## src/rtl/mem_access_pkg.sv

```systemverilog
// Shared types and default geometry for the load/store front end of the
// 128-bit x 32-line data memory.
package mem_access_pkg;

  localparam int DEF_LINES      = 32;
  localparam int DEF_LINE_W     = 128;
  localparam int LINE_BYTES     = DEF_LINE_W / 8;
  localparam int WORDS_PER_LINE = DEF_LINE_W / 32;
  localparam int BOFF_W         = 2;
  localparam int WOFF_W         = $clog2(WORDS_PER_LINE);
  localparam int LIDX_W         = $clog2(DEF_LINES);

  typedef enum logic [1:0] {
    SZ_BYTE = 2'd0,
    SZ_HALF = 2'd1,
    SZ_WORD = 2'd2
  } size_e;

  typedef enum logic [1:0] {
    ST_IDLE = 2'd0,
    ST_RD   = 2'd1,
    ST_WR   = 2'd2,
    ST_RESP = 2'd3
  } state_e;

endpackage

```

## src/rtl/mem_lane_merge.sv

```systemverilog
// Combinational lane logic: merges store data into a line and extracts
// sign/zero-extended load data from a line.
module mem_lane_merge
  import mem_access_pkg::*;
#(
  parameter int LINE_W    = DEF_LINE_W,
  parameter int WOFF_BITS = WOFF_W
) (
  input  logic [LINE_W-1:0]    line_data,
  input  logic [WOFF_BITS-1:0] woff,
  input  logic [1:0]           boff,
  input  size_e                size,
  input  logic [31:0]          wdata,
  input  logic                 is_signed,
  output logic [LINE_W-1:0]    merged,
  output logic [31:0]          loaded
);

  function automatic logic [LINE_W-1:0] merge_line(
    input logic [LINE_W-1:0]    l,
    input logic [WOFF_BITS-1:0] w,
    input logic [1:0]           b,
    input size_e                s,
    input logic [31:0]          d
  );
    logic [31:0]       word;
    logic [LINE_W-1:0] res;
    word = l[w*32 +: 32];
    case (s)
      SZ_BYTE: word[b*8 +: 8]     = d[7:0];
      SZ_HALF: word[b[1]*16 +: 16] = d[15:0];
      default: word               = d;
    endcase
    res            = l;
    res[w*32 +: 32] = word;
    return res;
  endfunction

  function automatic logic [31:0] extract_word(
    input logic [LINE_W-1:0]    l,
    input logic [WOFF_BITS-1:0] w,
    input logic [1:0]           b,
    input size_e                s,
    input logic                 sg
  );
    logic [31:0] word;
    logic [7:0]  bv;
    logic [15:0] hv;
    logic [31:0] res;
    word = l[w*32 +: 32];
    bv   = word[b*8 +: 8];
    hv   = word[b[1]*16 +: 16];
    case (s)
      SZ_BYTE: res = {{24{sg & bv[7]}}, bv};
      SZ_HALF: res = {{16{sg & hv[15]}}, hv};
      default: res = word;
    endcase
    return res;
  endfunction

  assign merged = merge_line(line_data, woff, boff, size, wdata);
  assign loaded = extract_word(line_data, woff, boff, size, is_signed);

endmodule

```

## src/rtl/mem_access_unit.sv

```systemverilog
// Byte/half/word load-store unit over a line-wide memory, stores done as RMW.
// Optional MEM_ACCESS_MISALIGN_TRAP_EN: misaligned half/word return resp_err.
module mem_access_unit
  import mem_access_pkg::*;
#(
  parameter int LINES  = DEF_LINES,
  parameter int LINE_W = DEF_LINE_W,
  parameter int ADDR_W = 32
) (
  input  logic                     clk,
  input  logic                     rst_n,
  input  logic                     req_valid,
  output logic                     req_ready,
  input  logic                     req_we,
  input  logic [1:0]               req_size,
  input  logic                     req_signed,
  input  logic [ADDR_W-1:0]        req_addr,
  input  logic [31:0]              req_wdata,
  output logic                     resp_valid,
  input  logic                     resp_ready,
  output logic [31:0]              resp_rdata,
  output logic                     resp_err,
  output logic                     mem_we,
  output logic [$clog2(LINES)-1:0] mem_addr,
  output logic [LINE_W-1:0]        mem_wdata,
  input  logic [LINE_W-1:0]        mem_rdata,
  output logic [1:0]               dbg_state
);

  localparam int IDX_BITS  = $clog2(LINES);
  localparam int WOFF_LO   = $clog2(LINE_W / 32);
  localparam int WOFF_BITS = (WOFF_LO > 0) ? WOFF_LO : 1;

  // Handshakes: a transfer happens on a rising edge where valid and ready are
  // both high; the side raising valid holds its payload until that edge.
  state_e                state;
  logic                  r_we;
  size_e                 r_size;
  logic                  r_signed;
  logic                  r_err;
  logic [1:0]            r_boff;
  logic [WOFF_BITS-1:0]  r_woff;
  logic [IDX_BITS-1:0]   r_lidx;
  logic [31:0]           r_wdata;
  logic [LINE_W-1:0]     line_q;

  size_e                 size_in;
  logic [1:0]            boff_in;
  logic [WOFF_BITS-1:0]  woff_in;
  logic                  misalign;
  logic [LINE_W-1:0]     merged;
  logic [31:0]           loaded;
  logic                  unused_addr;

  assign unused_addr = ^req_addr;
  assign woff_in     = (WOFF_LO > 0) ? req_addr[2 +: WOFF_BITS] : '0;

  always_comb begin
    case (req_size)
      2'd0:    size_in = SZ_BYTE;
      2'd1:    size_in = SZ_HALF;
      default: size_in = SZ_WORD;
    endcase
    boff_in  = req_addr[1:0];
    misalign = 1'b0;
`ifdef MEM_ACCESS_MISALIGN_TRAP_EN
    misalign = ((size_in == SZ_HALF) && req_addr[0]) ||
               ((size_in == SZ_WORD) && (req_addr[1:0] != 2'b00));
`else
    if (size_in == SZ_HALF)      boff_in[0] = 1'b0;
    else if (size_in == SZ_WORD) boff_in    = 2'b00;
`endif
  end

  always_ff @(posedge clk or negedge rst_n) begin
    if (!rst_n) begin
      state    <= ST_IDLE;
      r_we     <= 1'b0;
      r_size   <= SZ_BYTE;
      r_signed <= 1'b0;
      r_err    <= 1'b0;
      r_boff   <= '0;
      r_woff   <= '0;
      r_lidx   <= '0;
      r_wdata  <= '0;
      line_q   <= '0;
    end else begin
      case (state)
        ST_IDLE: if (req_valid) begin
          r_we     <= req_we;
          r_size   <= size_in;
          r_signed <= req_signed;
          r_err    <= misalign;
          r_boff   <= boff_in;
          r_woff   <= woff_in;
          r_lidx   <= req_addr[2+WOFF_LO +: IDX_BITS];
          r_wdata  <= req_wdata;
          state    <= misalign ? ST_RESP : ST_RD;
        end
        ST_RD: begin
          line_q <= mem_rdata;
          state  <= r_we ? ST_WR : ST_RESP;
        end
        ST_WR:   state <= ST_RESP;
        ST_RESP: if (resp_ready) state <= ST_IDLE;
        default: state <= ST_IDLE;
      endcase
    end
  end

  mem_lane_merge #(
    .LINE_W    (LINE_W),
    .WOFF_BITS (WOFF_BITS)
  ) u_lane (
    .line_data (line_q),
    .woff      (r_woff),
    .boff      (r_boff),
    .size      (r_size),
    .wdata     (r_wdata),
    .is_signed (r_signed),
    .merged    (merged),
    .loaded    (loaded)
  );

  assign req_ready  = (state == ST_IDLE);
  assign resp_valid = (state == ST_RESP);
  assign resp_err   = resp_valid & r_err;
  // Stores and trapped accesses answer with zero data.
  assign resp_rdata = (resp_valid && !r_we && !r_err) ? loaded : 32'd0;
  assign mem_we     = (state == ST_WR);
  assign mem_addr   = ((state == ST_RD) || (state == ST_WR)) ? r_lidx : '0;
  assign mem_wdata  = mem_we ? merged : '0;
  assign dbg_state  = state;

endmodule

```

## config.mk

```make
export PLATFORM = sky130hd
export DESIGN_NAME = mem_access_unit
export DESIGN_NICKNAME = d
export VERILOG_FILES = /design/src/rtl/mem_access_pkg.sv /design/src/rtl/mem_lane_merge.sv /design/src/rtl/mem_access_unit.sv
export SDC_FILE = /design/constraint.sdc
export NUM_CORES = 1
export LEC_CHECK = 0
export BUFFER_PORTS_ARGS = -buffer_cell sky130_fd_sc_hd__buf_2
export CORE_ASPECT_RATIO = 1.5
export CORE_MARGIN = 2
export CORE_UTILIZATION = 48
export CTS_CLUSTER_DIAMETER = 200
export DETAILED_ROUTE_END_ITERATION = 7
export PLACE_DENSITY = 0.78
export SYNTH_ARGS = -nofsm -noshare
export SYNTH_HDL_FRONTEND = slang
export SYNTH_HIERARCHICAL = 1
export SYNTH_SLANG_ARGS = --single-unit
```

## constraint.sdc

```tcl
create_clock -name clk -period 2.95 [get_ports clk]
set_input_delay 0.4425 -clock clk [delete_from_list [all_inputs] [get_ports clk]]
set_output_delay 0.4425 -clock clk [all_outputs]
set_load 0.01 [all_outputs]
```

* Word level (Yosys, flattened, before mapping)
Index checks and enable logic that the tools add are counted.
** Word-level totals
- Register bits after elaboration :: 175
- Input port bits :: 200
- Word-level logic and storage cells :: 56
- Output and inout bits :: 171
** Operators by class
- Shift operators :: 9
- Bitwise gates (word level) :: 2
- Add/subtract/negate cells :: 3
- Reductions and logical operators :: 8
- Equal/unequal tests :: 9
- Mux-type cells :: 16
** Operator list (count)
- $bwmux 128 :: 1
- $mux 128 :: 1
- $pmux 32 s2 :: 2
- $shift 32x34->128 const A :: 1
- $shiftx 128x8->32 :: 1
- $shiftx 32x34->128 :: 1
- $neg 5->34 :: 2
- $bwmux 32 :: 2
- $neg 7->34 :: 1
- $shift 16x34->32 const A :: 1
- $shift 8x34->32 const A :: 1
- $shiftx 16x34->32 :: 1
- $shiftx 8x34->32 :: 1
- $mux 32 :: 1
- $shiftx 32x6->16 :: 1
- $shiftx 32x6->8 :: 1
- $eq 2x1->1 const B :: 4
- $pmux 2 s4 :: 1
- $eq 2x2->1 const B :: 3
- $logic_not 2->1 :: 3
- $mux 2 :: 3
- $mux 5 :: 1
- $pmux 2 s2 :: 1
- $reduce_and 2->1 :: 2
- 7 further kinds :: 10

* Depth between registers and ports, before layout
Gate-level depths: netlist of the first run.
- Depth after elaboration :: 7
- Mapped depth :: 11
- Depth with buffers taken out :: 8

* By module
Netlist of the first run, hierarchy kept.
** Modules (own cells, without submodules)
- mem_access_unit :: cells each 572, area an instance 7759.9 um^2, times used 1
- mem_lane_merge :: cells each 693, area an instance 4385.5 um^2, times used 1

* Least setup slack after synthesis of the first run
Ideal clock, no wire load.
- Kind :: reg2out
- Start :: reg r_boff[1]
- End :: out mem_wdata[77]
- Data arrival time :: 2537 ps
- Required time :: 2508 ps
- Cell stages (with the launch flop) :: 12
- Slack :: -30 ps
- Cells stage by stage :: dfrtp_1 buf_4 inv_1 clkbuf_1 ha_1 and3_1 buf_1 a31o_2 o21a_1 a21oi_1 o32ai_1 and2_1
** On the way
- Word-level cells in the longest chain between the ends :: 7
** Ends and longest elaborated chain
- from (decl) :: line mem_access_unit.sv:41 : logic [1:0] r_boff;
- from (signal assigned) :: line mem_access_unit.sv:94 : r_boff <= boff_in;
- $neg 5->34, on equally long branches :: line mem_lane_merge.sv:31, mem_lane_merge.sv:30
- $shiftx 16x34->32 (tied with other cells) :: line mem_lane_merge.sv:31 : SZ_HALF: word[b[1]*16 +: 16] = d[15:0];
- $bwmux 32, on equally long branches :: line mem_lane_merge.sv:31, mem_lane_merge.sv:30
- $pmux 32 s2 (*) :: line mem_lane_merge.sv:29 : case (s)
- $shiftx 32x34->128 (*) :: line mem_lane_merge.sv:35 : res[w*32 +: 32] = word;
- $bwmux 128 (*) :: line mem_lane_merge.sv:35
- via merged[77] :: line mem_access_unit.sv:51 : logic [LINE_W-1:0] merged;
- $mux 128 (*) :: line mem_access_unit.sv:132 : assign mem_wdata = mem_we ? merged : '0;
- to (decl) :: line mem_access_unit.sv:25 : output logic [LINE_W-1:0] mem_wdata,
Mark *: on every way through the listed nets, which the timed path passes. The rest lies on a longest branch.

* Final worst setup path of the first run
- Start :: reg r_woff[0]
- End :: out mem_wdata[51]
** On the way
- Word-level cells in the longest chain between the ends :: 6
** Ends and longest elaborated chain
- from (decl) :: line mem_access_unit.sv:42 : logic [WOFF_BITS-1:0] r_woff;
- from (signal assigned) :: line mem_access_unit.sv:95 : r_woff <= woff_in;
- $shiftx 128x8->32 :: line mem_lane_merge.sv:28 : word = l[w*32 +: 32];
- $bwmux 32, on equally long branches :: line mem_lane_merge.sv:31, mem_lane_merge.sv:30
- $pmux 32 s2 :: line mem_lane_merge.sv:29
- $shiftx 32x34->128 :: line mem_lane_merge.sv:35
- $bwmux 128 (*) :: line mem_lane_merge.sv:35
- via merged[51] :: line mem_access_unit.sv:51
- $mux 128 (*) :: line mem_access_unit.sv:132
Marked as above.

==> impl_metrics.py, run 1 <==
metrics = {
    "grt": {
        "track_usage_pct": 36.2,
        "grt_max_degree": 102,
        "antenna_found_initial": 7,
        "grt_pass1_vias": 12094,
        "grt_overflow": 0,
        "grt_pass1_wl_mm": 71.8,
    },
    "power": {
        "switching_share_pct": 47.2,
        "pwr-share-comb_pct": 73.6,
        "internal-power_mw": 14.5,
        "switching_power_mw": 13.0,
        "power_density_mw_per_mm2": 1520,
        "power_frac_seq_pct": 18.5,
        "ir_drop_mv": 0.675,
        "clkPwrFrac_pct": 7.9,
        "total_power_mw": 27.5,
        "p_leak_nw": 8.51,
    },
    "placed_design": {
        "postPlaceCellArea_mm2": 0.0147,
        "dp_slack_ns": 0.0366,
        "io_buffers": 346,
        "hpwl_mm": 34.1,
        "gp_congestion": 1.05,
    },
    "logic_synthesis": {
        "syn_area_per_cell_um2": 9.60,
        "synth_common_cells": "dfrtp_1 (175), and2_1 (167), mux2_2 (162)",
        "ys_ff_latch": 175,
        "synthMuxAreaShare_pct": 22.8,
        "synth_top_area_share_pct": 36.1,
        "synth_edf_count": 0,
        "syn_inst": 1265,
        "synth-simple-area-share_pct": 13.9,
        "yosysSeqAreaShare_pct": 36.1,
        "syn_area_mm2": 0.0121,
        "synthDistinctLibCells": 61,
        "async_reset_ff_share_pct": 100,
        "synth_top_family_by_area": "multiplexers",
        "yosysMostFrequentCell": "dfrtp_1",
        "yosys.area_share.xor_xnor_pct": 0,
        "synth_nets": 1479,
        "synth_compound_area_share_pct": 16.5,
        "synth_fa_ha_area_share_pct": 1.44,
        "yosys_warnings": 6,
        "yosys.area.top_type": "dfrtp_1",
        "yosys-top-cells-area": "dfrtp_1 (36%), mux2_2 (15%), and2_1 (8.6%)",
        "synthFlopType": "dfrtp_1",
    },
    "status": {
        "violations": "setup timing",
        "status": "finished, violations left",
    },
    "timing": {
        "maxSlewHeadroom_pct": 53.8,
        "fin_crit_sh_pct": 117,
        "clock_skew_ns": 0.0162,
        "setup_slack_ns": -0.502,
        "tightest_slew_ns": 0.694,
        "setup_viol": 160,
        "clock.fmax_mhz": 290,
        "post-route-min-period_ns": 3.45,
        "hold_viol_final": 0,
        "slew_violations": 0,
        "rsz0062_at_grt": "true",
    },
    "clock_network": {
        "htreeDepth": 4,
        "cts_buffer_depth": 2,
        "cts.sinks": 175,
        "clk_pin_slew_ns": 0.07,
        "clock-root-buffer": "clkbuf_16",
        "cts_buffers": 17,
        "cts_tree": "built",
        "insertion_delay_ns": 0.46,
    },
    "floorplan": {
        "ios": 371,
        "die_x_um": 134,
        "start_util_pct": 48.7,
        "std_cell_rows": 71,
        "core_area_mm2": 0.0250,
        "die-area_mm2": 0.0266,
        "die_h_um": 199,
    },
    "critical_path": {
        "crit_start": "r_woff[0]",
        "crit_path_start_kind": "flop",
        "crit_slowest_cell": "dfrtp_2",
        "crit_chain": "buf_12 > buf_12 > buf_6 > clkinvlp_4 > ha_4 > inv_4 > buf_6 > nor2_4 > nand3_4 > clkbuf_16 > o22ai_1 > and2_1 > buf_2",
        "critPathMaxStageDelay_ns": 0.37,
        "crit_arrival_ns": 3.01,
        "cp_max_fo": 8,
        "critPathCaptureType": "primary output",
        "r2r-start": "dbg_state[0]",
        "critical_path_class": "flop to primary output",
        "worstPathRequired_ns": 2.51,
    },
    "drt": {
        "vias_per_cell": 6.35,
        "drt_iter0_markers": 1385,
        "ant_nets": 0,
        "wirelength_mm": 53.9,
        "drc": 0,
        "dr.pass1.iters": 8,
        "wl_per_cell_um": 26.3,
        "dr_total_vias": 12994,
    },
    "job": {
        "cap_violations": 0,
    },
    "layout": {
        "drive_gt1_share_pct": 59.8,
        "design_area_mm2": 0.0180,
        "area.growth.synth_to_final_pct": 48.3,
        "final_nets": 1909,
    },
    "hold_path": {
        "min_from": "req_addr[0]",
        "holdCritPathClass": "input pin to flop",
    },
}
-- per-layer routing --
metal	up-vias	track usage (%)	routed length [µm]
met5	-	0	0
met4	0	29.2	5260
met3	336	5.81	5340
met2	1039	59.9	26000
met1	6268	41.3	17300
li1	5351	-	-
-- path summary, 6_finish.rpt --
kind	end	slack, ns	cells after the start
hold / removal	r_boff[0]	0.20	2
setup reg to reg	r_woff[1]	0.89	5
hold reg to reg	r_lidx[2]	0.50	1
setup / recovery	mem_wdata[51]	-0.50	13
max in group asynchronous	r_size[1]	1.73	3
min in group asynchronous	line_q[126]	0.37	2
-- power by group through the flow --
| stage | logic (mW) | registers (mW) | clock network, mW |
|---|---|---|---|
| finish | 20.2 | 5.07 | 2.18 |
| global placement | 14.0 | 4.92 | 0 |
| detailed placement | 14.2 | 4.99 | 0 |
| global route | 20.9 | 5.19 | 2.28 |
| floorplan | 9.27 | 4.37 | 0 |
| CTS | 16.7 | 4.94 | 2.17 |
-- what timing repair did --
item / CTS / global route
pin swaps: 79 / 95
hold buffers: 1 / 0
endpoints found under the hold margin: 12 / 0
cloned: 6 / 4
setup endpoints to repair: 160 / 160
gates resized for setup: 223 / 217
setup buffers: 44 / 22
-- layout by cell type (no fill, tap or decap), types with 6 or more instances in the layout --
cell type,instances
mux2_4,16
diode_2,10
o21ai_1,9
clkbuf_16,21
a21oi_2,17
a21o_1,6
a221o_1,11
mux2_2,160
inv_1,147
o21ai_0,15
mux4_2,31
o21ai_2,7
and2_1,125
nor2_2,12
o22ai_2,89
or3_1,12
ha_4,7
nand2_1,37
buf_4,106
buf_6,74
buf_8,8
buf_12,23
nand2_2,9
dfrtp_1,172
a21oi_1,16
inv_2,10
a31oi_1,20
nor2_1,18
o211ai_1,14
o22ai_4,14
buf_2,297
and2_4,43
o22ai_1,44
-- state kept, by name, summed over array words and instances, names as in the netlist --
signal / cells
r_boff: 2
r_lidx: 5
r_wdata: 32
r_we: 1
r_size: 2
r_signed: 1
r_woff: 2
dbg_state: 2
line_q: 128
-- critical path: cells and delay by family, from the launching register on --
| family | cells | cell delay (ns) |
|---|---|---|
| buffers and inverters | 8 | 1.08 |
| and+or+nand+nor | 3 | 0.61 |
| DFF | 1 | 0.37 |
| adders and majority gates | 1 | 0.31 |
| AOI/OAI and AO/OA | 1 | 0.17 |
-- kinds of logic after synthesis --
| family | Yosys count |
|---|---|
| other | 1 |
| buffers and inverters | 267 |
| flip-flops | 175 |
| multiplexers | 209 |
| adder cells (fa/ha/maj) | 14 |
| AO/OA/AOI/OAI | 301 |
| AND/OR/NAND/NOR | 298 |
-- final cells by class --
type	count	area [µm²]
fillers	1675	6950
flip-flops and latches	175	4380
inverters	160	609
clock inverters	8	56.3
repair buffers	518	3940
clock buffers	24	492
diodes	10	25.0
well taps	328	410
multi-input cells	823	8090
-- metrics by stage --
stage	util, %	std cells	hold slack (ns)	setup TNS [ns]
2_1_floorplan	-	1265	0.147	0
3_3_place_gp	58.9	1931	0.275	0
3_5_place_dp	58.9	1931	0.278	0
4_1_cts	67.0	2014	0.193	-30.64
5_1_grt	72.1	2044	0.205	-57.10
6_report	72.1	2046	0.205	-51.39
No activity file was read; power rests on OpenSTA's default activity.
==> run 2, diff against run 1 <==
Settings changed: REMOVE_ABC_BUFFERS set to 1.
==> run 2 against run 1 <==
The flow still finishes with violations (setup timing). Hold slack lost 0.0037 ns. Clock power is 22% higher. Total power shrank 5.7%. Sequential power down 4%. Final area is 3.8% lower. Sequential cell count did not move.
==> impl_metrics.py, run 2 (synthesis gave the netlist of run 1 again) <==
metrics = {
    "critical_path": {
        "crit_arrival_ns": 3.01,
        "rrSetupSlack_ns": 0.86,
        "worstPathRequired_ns": 2.51,
        "critical_path_class": "flop to primary output",
        "critPathMaxStageDelay_ns": 0.42,
        "critPathCaptureType": "primary output",
        "r2r_end": "r_signed",
        "cp_max_fo": 6,
        "worst-r2r-cell-count": 5,
        "crit_top_cell": "buf_6",
        "crit_path_start_kind": "flop",
        "crit_chain": "buf_12 > buf_6 > buf_6 > clkinvlp_4 > ha_4 > inv_4 > nor2_4 > nand3_4 > o32ai_1 > and2_1 > buf_2",
        "crit_slowest_cell": "dfrtp_2",
        "r2r-start": "dbg_state[0]",
    },
    "layout": {
        "final_common_cell": "buf_2",
        "top_regs": "line_q x128, r_wdata x32, r_lidx x5",
        "largest_reg_flops": 128,
        "design_area_mm2": 0.0173,
        "area.growth.synth_to_final_pct": 42.7,
        "final_cell_mix": "buf_2 (326), dfrtp_1 (172), mux2_2 (162), and2_1 (152), inv_1 (151)",
        "regMostFlops": "line_q",
        "drive_gt1_share_pct": 54.6,
        "fin_cells": 2025,
        "final_nets": 1883,
    },
    "placed_design": {
        "gp_congestion": 0.972,
        "hpwl_mm": 32.4,
        "dp_slack_ns": -0.00916,
        "io_buffers": 346,
        "dp_cells": 1899,
        "postPlaceCellArea_mm2": 0.0145,
    },
    "timing": {
        "setup_slack_ns": -0.499,
        "slew_violations": 0,
        "tightest_slew_ns": 0.626,
        "clock_skew_ns": 0.0129,
        "fin_crit_sh_pct": 117,
        "setup_viol": 160,
        "post-route-min-period_ns": 3.45,
        "holdWs_ns": 0.201,
        "maxSlewHeadroom_pct": 58.3,
        "hold_viol_final": 0,
        "clock.fmax_mhz": 290,
        "rsz0062_at_grt": "true",
    },
    "clock_network": {
        "cts.sinks": 175,
        "clock-root-buffer": "clkbuf_16",
        "cts_tree": "built",
        "clk_pin_slew_ns": 0.08,
        "cts_buffer_depth": 2,
        "cts_buffers": 17,
        "htreeDepth": 4,
        "insertion_delay_ns": 0.48,
    },
    "drt": {
        "wl_met1_mm": 17.8,
        "dr_wl_met3_mm": 4.29,
        "dr.max_layer_used": "met4",
        "dr.pass1.iters": 6,
        "wl_met2_mm": 24.3,
        "vias_per_cell": 6.21,
        "drc": 0,
        "ant_nets": 0,
        "drt_iter0_markers": 1154,
        "dr_total_vias": 12579,
        "wl_per_cell_um": 25.0,
        "wirelength_mm": 50.6,
    },
    "hold_path": {
        "holdPathStages": 2,
        "holdCritPathClass": "input pin to flop",
        "min_from": "req_wdata[12]",
        "hold_end": "r_wdata[12]",
    },
    "power": {
        "power_density_mw_per_mm2": 1490,
        "p_leak_nw": 8.24,
        "ir_drop_mv": 0.791,
    },
    "floorplan": {
        "std_cell_rows": 71,
        "core_area_mm2": 0.0250,
        "ios": 371,
        "die_x_um": 134,
        "die_h_um": 199,
        "die-area_mm2": 0.0266,
        "start_util_pct": 48.7,
    },
    "grt": {
        "antenna_found_initial": 15,
        "grt_pass1_wl_mm": 69.1,
        "track_usage_pct": 34.7,
        "grt_pass1_vias": 12052,
        "grt_max_degree": 72,
        "grt_overflow": 0,
    },
    "status": {
        "violations": "setup timing",
        "status": "finished, violations left",
    },
    "job": {
        "cap_violations": 0,
    },
}
run 2: cell type report:
| class | instances | area, µm² |
|---|---|---|
| diodes | 15 | 37.5 |
| clock buffers | 22 | 464 |
| clock inverters | 10 | 206 |
| fillers | 1777 | 7630 |
| inverters | 160 | 607 |
| multi-input cells | 823 | 7710 |
| flip-flops and latches | 175 | 4390 |
| well taps | 328 | 410 |
| repair buffers | 492 | 3500 |
run 2: repair_timing:
item                                   4_1_cts  5_1_grt
endpoints found under the hold margin        8        0
gates resized for setup                    154      157
setup buffers                               48       25
cloned                                       2        5
setup endpoints to repair                  160      160
hold buffers                                 1        0
pin swaps                                   58       83
run 2: power by group:
group,switching (mW),internal [mW]
logic,9.67,8.67
registers,1.22,3.67
clock network,1.03,1.63
run 2: through the flow:
step                util, %  power, mW   TNS, ns
floorplan                 -       13.3   -314.81
global placement       57.9       18.1         0
detailed placement     57.9       18.4  -0.00916
CTS                    65.0       23.3    -30.06
global route           69.4       26.9    -55.97
finish                 69.4       25.9    -45.08
run 2: worst max-delay path, delay by kind of cell, from the launching register on:
kind | cells | cell delay, ns
AOI/OAI and AO/OA | 1 | 0.34
buffers and inverters | 6 | 0.73
adders and majority gates | 1 | 0.31
and+or+nand+nor | 3 | 0.73
DFF | 1 | 0.42
run 2: worst max-delay path by stage:
stage,start,end
2_1_floorplan,r_woff[0],mem_wdata[117]
3_3_place_gp,r_boff[1],mem_wdata[36]
3_5_place_dp,r_woff[0],mem_wdata[32]
4_1_cts,r_woff[0],resp_rdata[25]
5_1_grt,r_woff[0],mem_wdata[45]
6_report,r_woff[0],mem_wdata[45]
run 2: layer usage:
metal | vias up | GRT usage [%]
li1 | 5292 | -
met1 | 6076 | 40.1
met2 | 894 | 56.6
met3 | 317 | 7.67
met4 | 0 | 25.1
met5 | - | 0
